**src/rtl/tpu_matmul_sequencer.sv**
```systemverilog
// Single-tile matmul sequencer: weight pop, reload, UB stream, result writeback.
// Optional abort/aborted ports are enabled by defining SEQ_ABORT_EN.
module tpu_matmul_sequencer #(
  parameter int ADDRESSSIZE   = 10,
  parameter int RELOAD_CYCLES = 16,
  parameter int PIPE_LATENCY  = 34
) (
  input  logic                   clk,
  input  logic                   rst,
  input  logic                   start,
  input  logic [ADDRESSSIZE:0]   num_rows,
  input  logic [ADDRESSSIZE-1:0] ub_base_addr,
  input  logic [ADDRESSSIZE-1:0] res_base_addr,
  input  logic                   fifo_empty,
`ifdef SEQ_ABORT_EN
  input  logic                   abort,
  output logic                   aborted,
`endif
  output logic                   fifo_read_enable,
  output logic                   we_rl,
  output logic [ADDRESSSIZE-1:0] ub_address,
  output logic                   ub_read_valid,
  output logic                   res_write_enable,
  output logic [ADDRESSSIZE-1:0] res_address,
  output logic                   busy,
  output logic                   done
);

  localparam int NW = ADDRESSSIZE + 1;
  localparam int RW = $clog2(RELOAD_CYCLES + 1);
  localparam int CW = (RW > NW) ? RW : NW;
  localparam int LW = $clog2(PIPE_LATENCY + 1);

  typedef enum logic [2:0] {
    S_IDLE, S_WAIT_W, S_FETCH, S_RELOAD,
    S_STREAM, S_DRAIN, S_DONE
  } state_t;

  state_t                 r_state;
  state_t                 w_next;
  logic [NW-1:0]          r_n;
  logic [ADDRESSSIZE-1:0] r_ub_base;
  logic [ADDRESSSIZE-1:0] r_res_base;
  logic [CW-1:0]          r_cnt;
  logic [LW-1:0]          r_lat;
  logic                   r_lat_run;
  logic [NW-1:0]          r_wcnt;
  logic [ADDRESSSIZE-1:0] r_ub_last;
  logic [ADDRESSSIZE-1:0] r_res_last;

  logic                   w_abort;
  logic                   w_wr;
  logic                   w_wr_last;
  logic                   w_rl_last;
  logic                   w_st_last;
  logic [ADDRESSSIZE-1:0] w_ub_addr;
  logic [ADDRESSSIZE-1:0] w_res_addr;

`ifdef SEQ_ABORT_EN
  logic r_aborted;
  assign w_abort = abort && (r_state != S_IDLE);
  assign aborted = r_aborted;
`else
  assign w_abort = 1'b0;
`endif

  // Write side is keyed off the latency counter, not the FSM state
  assign w_wr      = r_lat_run && (r_lat == LW'(PIPE_LATENCY))
                     && (r_wcnt < r_n);
  assign w_wr_last = w_wr && (r_wcnt == r_n - 1'b1);
  assign w_rl_last = (r_cnt == CW'(RELOAD_CYCLES - 1));
  assign w_st_last = (r_cnt == (CW'(r_n) - CW'(1)));
  assign w_ub_addr  = r_ub_base + r_cnt[ADDRESSSIZE-1:0];
  assign w_res_addr = r_res_base + r_wcnt[ADDRESSSIZE-1:0];

  always_comb begin
    w_next = r_state;
    unique case (r_state)
      S_IDLE: begin
        if (start) begin
          if (num_rows == '0)  w_next = S_DONE;
          else if (fifo_empty) w_next = S_WAIT_W;
          else                 w_next = S_FETCH;
        end
      end
      S_WAIT_W: if (!fifo_empty) w_next = S_FETCH;
      S_FETCH:  w_next = S_RELOAD;
      S_RELOAD: if (w_rl_last) w_next = S_STREAM;
      S_STREAM: if (w_st_last) w_next = S_DRAIN;
      S_DRAIN:  if (w_wr_last) w_next = S_DONE;
      S_DONE:   w_next = S_IDLE;
      default:  w_next = S_IDLE;
    endcase
    if (w_abort) w_next = S_IDLE;
  end

  always_ff @(posedge clk or posedge rst) begin
    if (rst) begin
      r_state    <= S_IDLE;
      r_n        <= '0;
      r_ub_base  <= '0;
      r_res_base <= '0;
      r_cnt      <= '0;
      r_lat      <= '0;
      r_lat_run  <= 1'b0;
      r_wcnt     <= '0;
      r_ub_last  <= '0;
      r_res_last <= '0;
    end else begin
      r_state <= w_next;
      if (r_state == S_IDLE && start) begin
        r_n        <= num_rows;
        r_ub_base  <= ub_base_addr;
        r_res_base <= res_base_addr;
      end
      if ((r_state == S_RELOAD || r_state == S_STREAM)
          && w_next == r_state)
        r_cnt <= r_cnt + 1'b1;
      else
        r_cnt <= '0;
      if (r_state == S_STREAM)
        r_ub_last <= w_ub_addr;
      if (r_state == S_RELOAD && w_next == S_STREAM) begin
        r_lat_run <= 1'b1;
        r_lat     <= '0;
        r_wcnt    <= '0;
      end else if (r_lat_run && r_lat != LW'(PIPE_LATENCY)) begin
        r_lat <= r_lat + 1'b1;
      end
      if (w_wr) begin
        r_wcnt     <= r_wcnt + 1'b1;
        r_res_last <= w_res_addr;
      end
      if (w_abort || w_wr_last)
        r_lat_run <= 1'b0;
    end
  end

`ifdef SEQ_ABORT_EN
  always_ff @(posedge clk or posedge rst) begin
    if (rst) r_aborted <= 1'b0;
    else     r_aborted <= w_abort;
  end
`endif

  assign fifo_read_enable = (r_state == S_FETCH);
  assign we_rl            = (r_state == S_RELOAD);
  assign ub_read_valid    = (r_state == S_STREAM);
  assign ub_address       = ub_read_valid ? w_ub_addr : r_ub_last;
  assign res_write_enable = w_wr;
  assign res_address      = w_wr ? w_res_addr : r_res_last;
  assign busy             = (r_state != S_IDLE);
  assign done             = (r_state == S_DONE);

endmodule

```
**config.mk**
```make
export PLATFORM = sky130hd
export DESIGN_NAME = tpu_matmul_sequencer
export DESIGN_NICKNAME = d
export VERILOG_FILES = /design/src/rtl/tpu_matmul_sequencer.sv
export SDC_FILE = /design/constraint.sdc
export NUM_CORES = 1
export LEC_CHECK = 0
export ABC_AREA = 0
export CORE_MARGIN = 10
export CORE_UTILIZATION = 61
export CTS_BUF_LIST = sky130_fd_sc_hd__clkbuf_16
export DETAILED_ROUTE_END_ITERATION = 16
export GPL_ROUTABILITY_DRIVEN = 0
export MAX_ROUTING_LAYER = met4
export PLACE_DENSITY = 0.83
export SLEW_MARGIN = 20
export SYNTH_ARGS = -nofsm -noshare
export SYNTH_HDL_FRONTEND = slang
export SYNTH_SLANG_ARGS = --single-unit
```
**constraint.sdc**
```tcl
create_clock -name clk -period 7 [get_ports clk]
set_clock_uncertainty 0.15 [all_clocks]
set_input_delay 2.1 -clock clk [delete_from_list [all_inputs] [get_ports clk]]
set_output_delay 2.1 -clock clk [all_outputs]
set_load 0.02 [all_outputs]
```
# Yosys cells after proc, flatten, opt, wreduce, memory -nomap -nowiden
# Index checks and enable logic that the tools add are counted.
# W data, S select, Z words.
totals:
  register_bits: 83
  output_inout_bits: 26
op_classes:
  n_mux: 17
  n_lt_le_gt_ge: 1
  addsub: 6
  reduce_logical: 14
  n_eq_ne: 13
ops:
  columns: ["operator", "n"]
  rows:
  - ["$mux W11", 3]
  - ["$add A11 B1 Y11 const B", 2]
  - ["$eq A11 B11 Y1", 2]
  - ["$add A10 B10 Y10", 2]
  - ["$mux W10", 2]
  - ["$mux W3", 6]
  - ["$pmux W3 S6", 1]
  - ["$eq A3 B3 Y1 const B", 4]
  - ["$mux W6", 2]
  - ["$eq A11 B4 Y1 const B", 1]
  - ["$logic_not A11 Y1", 1]
  - ["$lt A11 B11 Y1", 1]
  - ["$sub A11 B1 Y11 const B", 1]
  - ["$logic_and A1 B1 Y1", 7]
  - ["$add A6 B1 Y6 const B", 1]
  - ["$eq A3 B2 Y1 const B", 2]
  - ["$eq A6 B6 Y1 const B", 1]
  - ["$ne A6 B6 Y1 const B", 1]
  - ["$reduce_bool A2 Y1", 3]
  - ["$eq A3 B1 Y1 const B", 1]
  - ["$eq A3 B3 Y1", 1]
  - ["$logic_not A3 Y1", 1]
  - ["$reduce_bool A3 Y1", 1]
  - ["$mux W1", 2]
  - ["2 further kinds", 2]

# Longest topological paths before layout
logic_depth:
  depth_word: 10
  depth_mapped: 11
  mapped_depth_nobuf: 10

# Worst setup path before layout
# Ideal clock, no wire load.
synth_timing:
  path_kind: "register -> output"
  startpoint: "reg r_cnt[0]"
  endpoint: "out ub_address[8]"
  required_time_ns: 4.750
  arrival_ns: 2.413
  path_stages_with_launch: 11
  setup_slack_ns: 2.337
  path_buffers: 0
  path_cell_list: "dfrtp_1 ha_1 inv_1 fa_1 nor2b_1 o21ai_0 a21oi_1 o21ai_0 a211oi_1 nor3_1 o31ai_1"
synth_between:
  elab_chain_cells: 2
synth_lines:
  columns: ["item", "line_no", "text"]
  rows:
  - ["start, declared", "44", "logic [CW-1:0] r_cnt;"]
  - ["start signal, assigned", "118", "r_cnt <= r_cnt + 1'b1;"]
  - ["$add A10 B10 Y10", "73", "assign w_ub_addr = r_ub_base + r_cnt[ADDRESSSIZE-1:0];"]
  - ["$mux W10", null, null]
  - ["end, declared", "21", "output logic [ADDRESSSIZE-1:0] ub_address,"]
# Every way passes these cells.

# Final worst setup path
layout_timing:
  startpoint: "reg r_n[8]"
  endpoint: "out res_address[4]"
layout_between:
  elab_chain_cells: 3
layout_lines:
  columns: ["item", "line_no", "text"]
  rows:
  - ["start, declared", "41", "logic [NW-1:0] r_n;"]
  - ["start signal, assigned", "112", "r_n <= num_rows;"]
  - ["$lt A11 B11 Y1", "69", "&& (r_wcnt < r_n);"]
  - ["$logic_and A1 B1 Y1", "69", null]
  - ["$mux W10", null, null]
  - ["end, declared", "24", "output logic [ADDRESSSIZE-1:0] res_address,"]
# Every way passes these cells.

==> summary.md <==
| Metric | Value |
|---|---|
| Net Count, Synth | 639 |
| Post-Place Setup Slack | 1.54 ns |
| Min-delay worst type | flop to flop |
| Drt pass-1 iters | 5 |
| Worst-path clk slew | 0.06 ns |
| Starting DRC count in detailed routing | 160 |
| Maxcap violations | 0 |
| RSZ-0062 raised after global routing | no |
| Synth unique cells | 57 |
| Pwr Density | 325 mW/mm^2 |
| Row cnt | 33 |
| Routed len/inst | 17.6 microns |
| Post-CTS Setup Repair Bufs | 0 |
| Tightest Pin Transition | 0.896 ns |
| Max H-tree Level | 3 |
| Hpwl dp | 9220 microns |
| Via density | 5.97 |
| GRT overflow | 0 |
| FF/Latch Area | 0.00208 sq mm |
| Die Ht | 112 microns |
| Final instance area | 0.00612 sq mm |
| CP required | 4.75 ns |
| Core area | 0.00822 sq mm |
| DRT Wirelength | 12800 microns |
| Initial antenna violation count | 0 |
| Leak | 2.66 nW |
| Fin cells | 728 |
| Sequential share of the synthesized area | 0.402 |
| Initial Utilization | 0.629 |
| Synth warnings | 0 |
| Compound-Gate Fraction of Synth Area | 0.138 |
| Adder-cell share of the synthesized area | 0.0900 |
| Die area | 0.0126 sq mm |
| Root Driver | clkbuf_16 |
| Peak VDD IR | 0.141 mV |
| Hold-fix buffer count after cts | 0 |
| Cells after synthesis | 568 |
| P&R area growth vs syn | 18.4% |
| Xor/xnor share of the synthesized area | 0.0949 |
| Critical-path cell list | inv_1, ha_1, a211oi_1, o21ai_0, o2111ai_1, nand3_2, o31ai_1, clkdlybuf4s50_1 |
| Slew Limit Fails | 0 |
| Relative slew margins | 0.402 |
| Total CTS buffers | 9 |
| Post-layout minimum cycle time | 5.80 ns |
| Vias in the first global route | 4415 |
| CP delay by family, top | compound AO/OA/AOI/OAI gates |
| DRC | 0 |
| Asr flop ratio synth | 1.00 |
| Post-synth EDFFs | 0 |
| Commonest non-fill, non-tap cell in the layout | nand2_1 |
| CP endpoint kind | output port |
| Clock sink total | 83 |
| Ranking of synthesized cells by area | dfrtp_1 40%, ha_1 8.2%, o21ai_0 6.5% |
| Total global-route track usage | 0.207 |
| Sum Neg Setup Slack | 0 ns |
| N_diodes | 0 |
| Main synth FF type | dfrtp_1 |
| WHS | 0.330 ns |
| Met3 Use GR | 0.0421 |
| Worst EP arrival | 3.55 ns |
| Input/output buffers | 60 |
| Die Wd | 112 microns |
| CP startpoint kind | flop |
| Top cell type's share of synthesized area | 0.402 |
| Layout cell share with drive strength beyond 1 | 0.0754 |
| Area occupied by multi-input gates | 0.00286 sq mm |
| CP max stage delay | 0.67 ns |
| Area leader, netlist | dfrtp_1 |
| Mapped Area | 0.00517 sq mm |
| Endpoints failing setup | 0 |
| Final Hold Fails | 0 |
| # fillers | 592 |
| CTS tree | yes |
| I/O pins | 61 |
| Post-synthesis mux area share | 0.0414 |
| Final setup margin | 1.20 ns |
| GRT met2 Usage | 0.366 |
| Post-CTS Resized | 0 |
| Critical path fanouts, max | 36 |
| Yosys reg bits | 83 |
| Instance area at placement | 0.00580 sq mm |
| Via Count | 4345 |
| Grt met1 use | 0.222 |
| Synth Area in Simple Gates | 0.186 |
| Syn_area_per_cell | 9.10 sq um |
| Commonest cells after routing, fill and taps aside | 84 x nand2_1, 83 x dfrtp_1, 67 x o21ai_0 |
| Worst Path Class, Setup | flop to output port |
| Largest net degree at the start of global routing | 46 |
| Final net count | 689 |
| Fmax | 172 MHz |
| Clock latency on the worst-skew pair | 0.34 ns |
| Crit share post-route | 0.829 |
| CP Buf/Inv Count | 2 |
| Run status | finished, final reports clean |
| Inst Count DP | 711 |
| Gr busiest metal | met2 |
| Slowest cell on crit path | clkdlybuf4s50_1 |
| Largest family of logic cells by synthesized area | simple AND/OR/NAND/NOR gates |
| Post-route ant nets | 0 |
| Max clock buf depth | 2 |
| First-pass GRT wire length | 21100 microns |
==> metrics by stage <==
step / utilization / total power [mW]
after detailed placement: 0.706 / 1.50
final: 0.745 / 1.99
after global placement: 0.706 / 1.46
after floorplan: - / 1.32
after global routing: 0.745 / 2.12
after CTS: 0.742 / 1.99
==> synth_stat cells, types with 3 or more instances <==
| cell type | n |
|---|---|
| nand2_1 | 84 |
| dfrtp_1 | 83 |
| o21ai_0 | 67 |
| ha_1 | 34 |
| inv_1 | 34 |
| xnor2_1 | 32 |
| nor2_1 | 30 |
| xor2_1 | 24 |
| mux2_2 | 19 |
| a21oi_1 | 17 |
| clkbuf_1 | 17 |
| nor3_1 | 12 |
| and3_1 | 11 |
| nand3_1 | 10 |
| nand4_1 | 9 |
| nor4_1 | 7 |
| o31ai_1 | 7 |
| a211oi_1 | 6 |
| nor2b_1 | 6 |
| and2_1 | 4 |
| nand2b_1 | 4 |
| or3_1 | 4 |
| o2111ai_1 | 3 |
| o211ai_1 | 3 |
==> power by group <==
group	leakage, nW	internal, mW	switching, mW
clock network	0.145	0.276	0.197
registers	1.08	0.599	0.141
logic	1.43	0.359	0.421
==> worst paths after layout <==
kind | slack [ns] | to | cells past startpoint | start
setup / recovery | 1.20 | res_address[4] | 8 | r_n[8]$_DFFE_PP0P_
hold / removal | 0.33 | r_res_last[0]$_DFF_PP0_ | 2 | r_res_last[0]$_DFF_PP0_
setup reg to reg | 3.55 | r_state[0]$_DFF_PP0_ | 8 | r_n[8]$_DFFE_PP0P_
hold reg to reg | 0.33 | r_res_last[0]$_DFF_PP0_ | 2 | r_res_last[0]$_DFF_PP0_
max in group asynchronous | 3.66 | r_cnt[1]$_DFF_PP0_ | 3 | rst
min in group asynchronous | 2.01 | r_res_base[1]$_DFFE_PP0P_ | 2 | rst
==> layout make-up <==
class / instances / share of cell area
Timing Repair Buffer: 62 / 0.103
Clock inverter: 7 / 0.0114
Sequential cell: 83 / 0.339
Tap cell: 105 / 0.0215
Multi-Input combinational cell: 427 / 0.467
Clock buffer: 9 / 0.0368
Inverter: 35 / 0.0217
==> worst reg2reg max path: stages (launching register included) <==
cell	delay, ns
dfrtp_1	0.46
inv_1	0.12
ha_1	0.33
a211oi_1	0.25
o21ai_0	0.13
o2111ai_1	0.23
nand3_2	0.53
or4_4	0.77
a311o_1	0.38
==> registers in the layout, indices dropped and copies added (netlist names) <==
register and count:
r_res_last 10, r_state 3, r_lat 6, r_res_base 10, r_cnt 11, r_wcnt 11, r_lat_run 1, r_n 11
r_ub_last 10, r_ub_base 10
==> per-layer routing <==
layer	wire length [microns]	vias to the layer above	share of wire
met5	0	-	0
met4	429	0	0.034
met3	647	40	0.051
met2	6590	151	0.52
met1	5120	2086	0.40
li1	-	2068	-
==> logic make-up (layout without fill, tap and decap cells) <==
group,Yosys count,count (layout)
adders and majority gates,36,36
muxes,19,19
AOI/OAI and AO/OA,121,121
and+or+nand+nor,195,195
buffers and inverters,58,113
xor gates and xnor gates,56,56
DFF,83,83
Power figures use the tool's default switching activity.
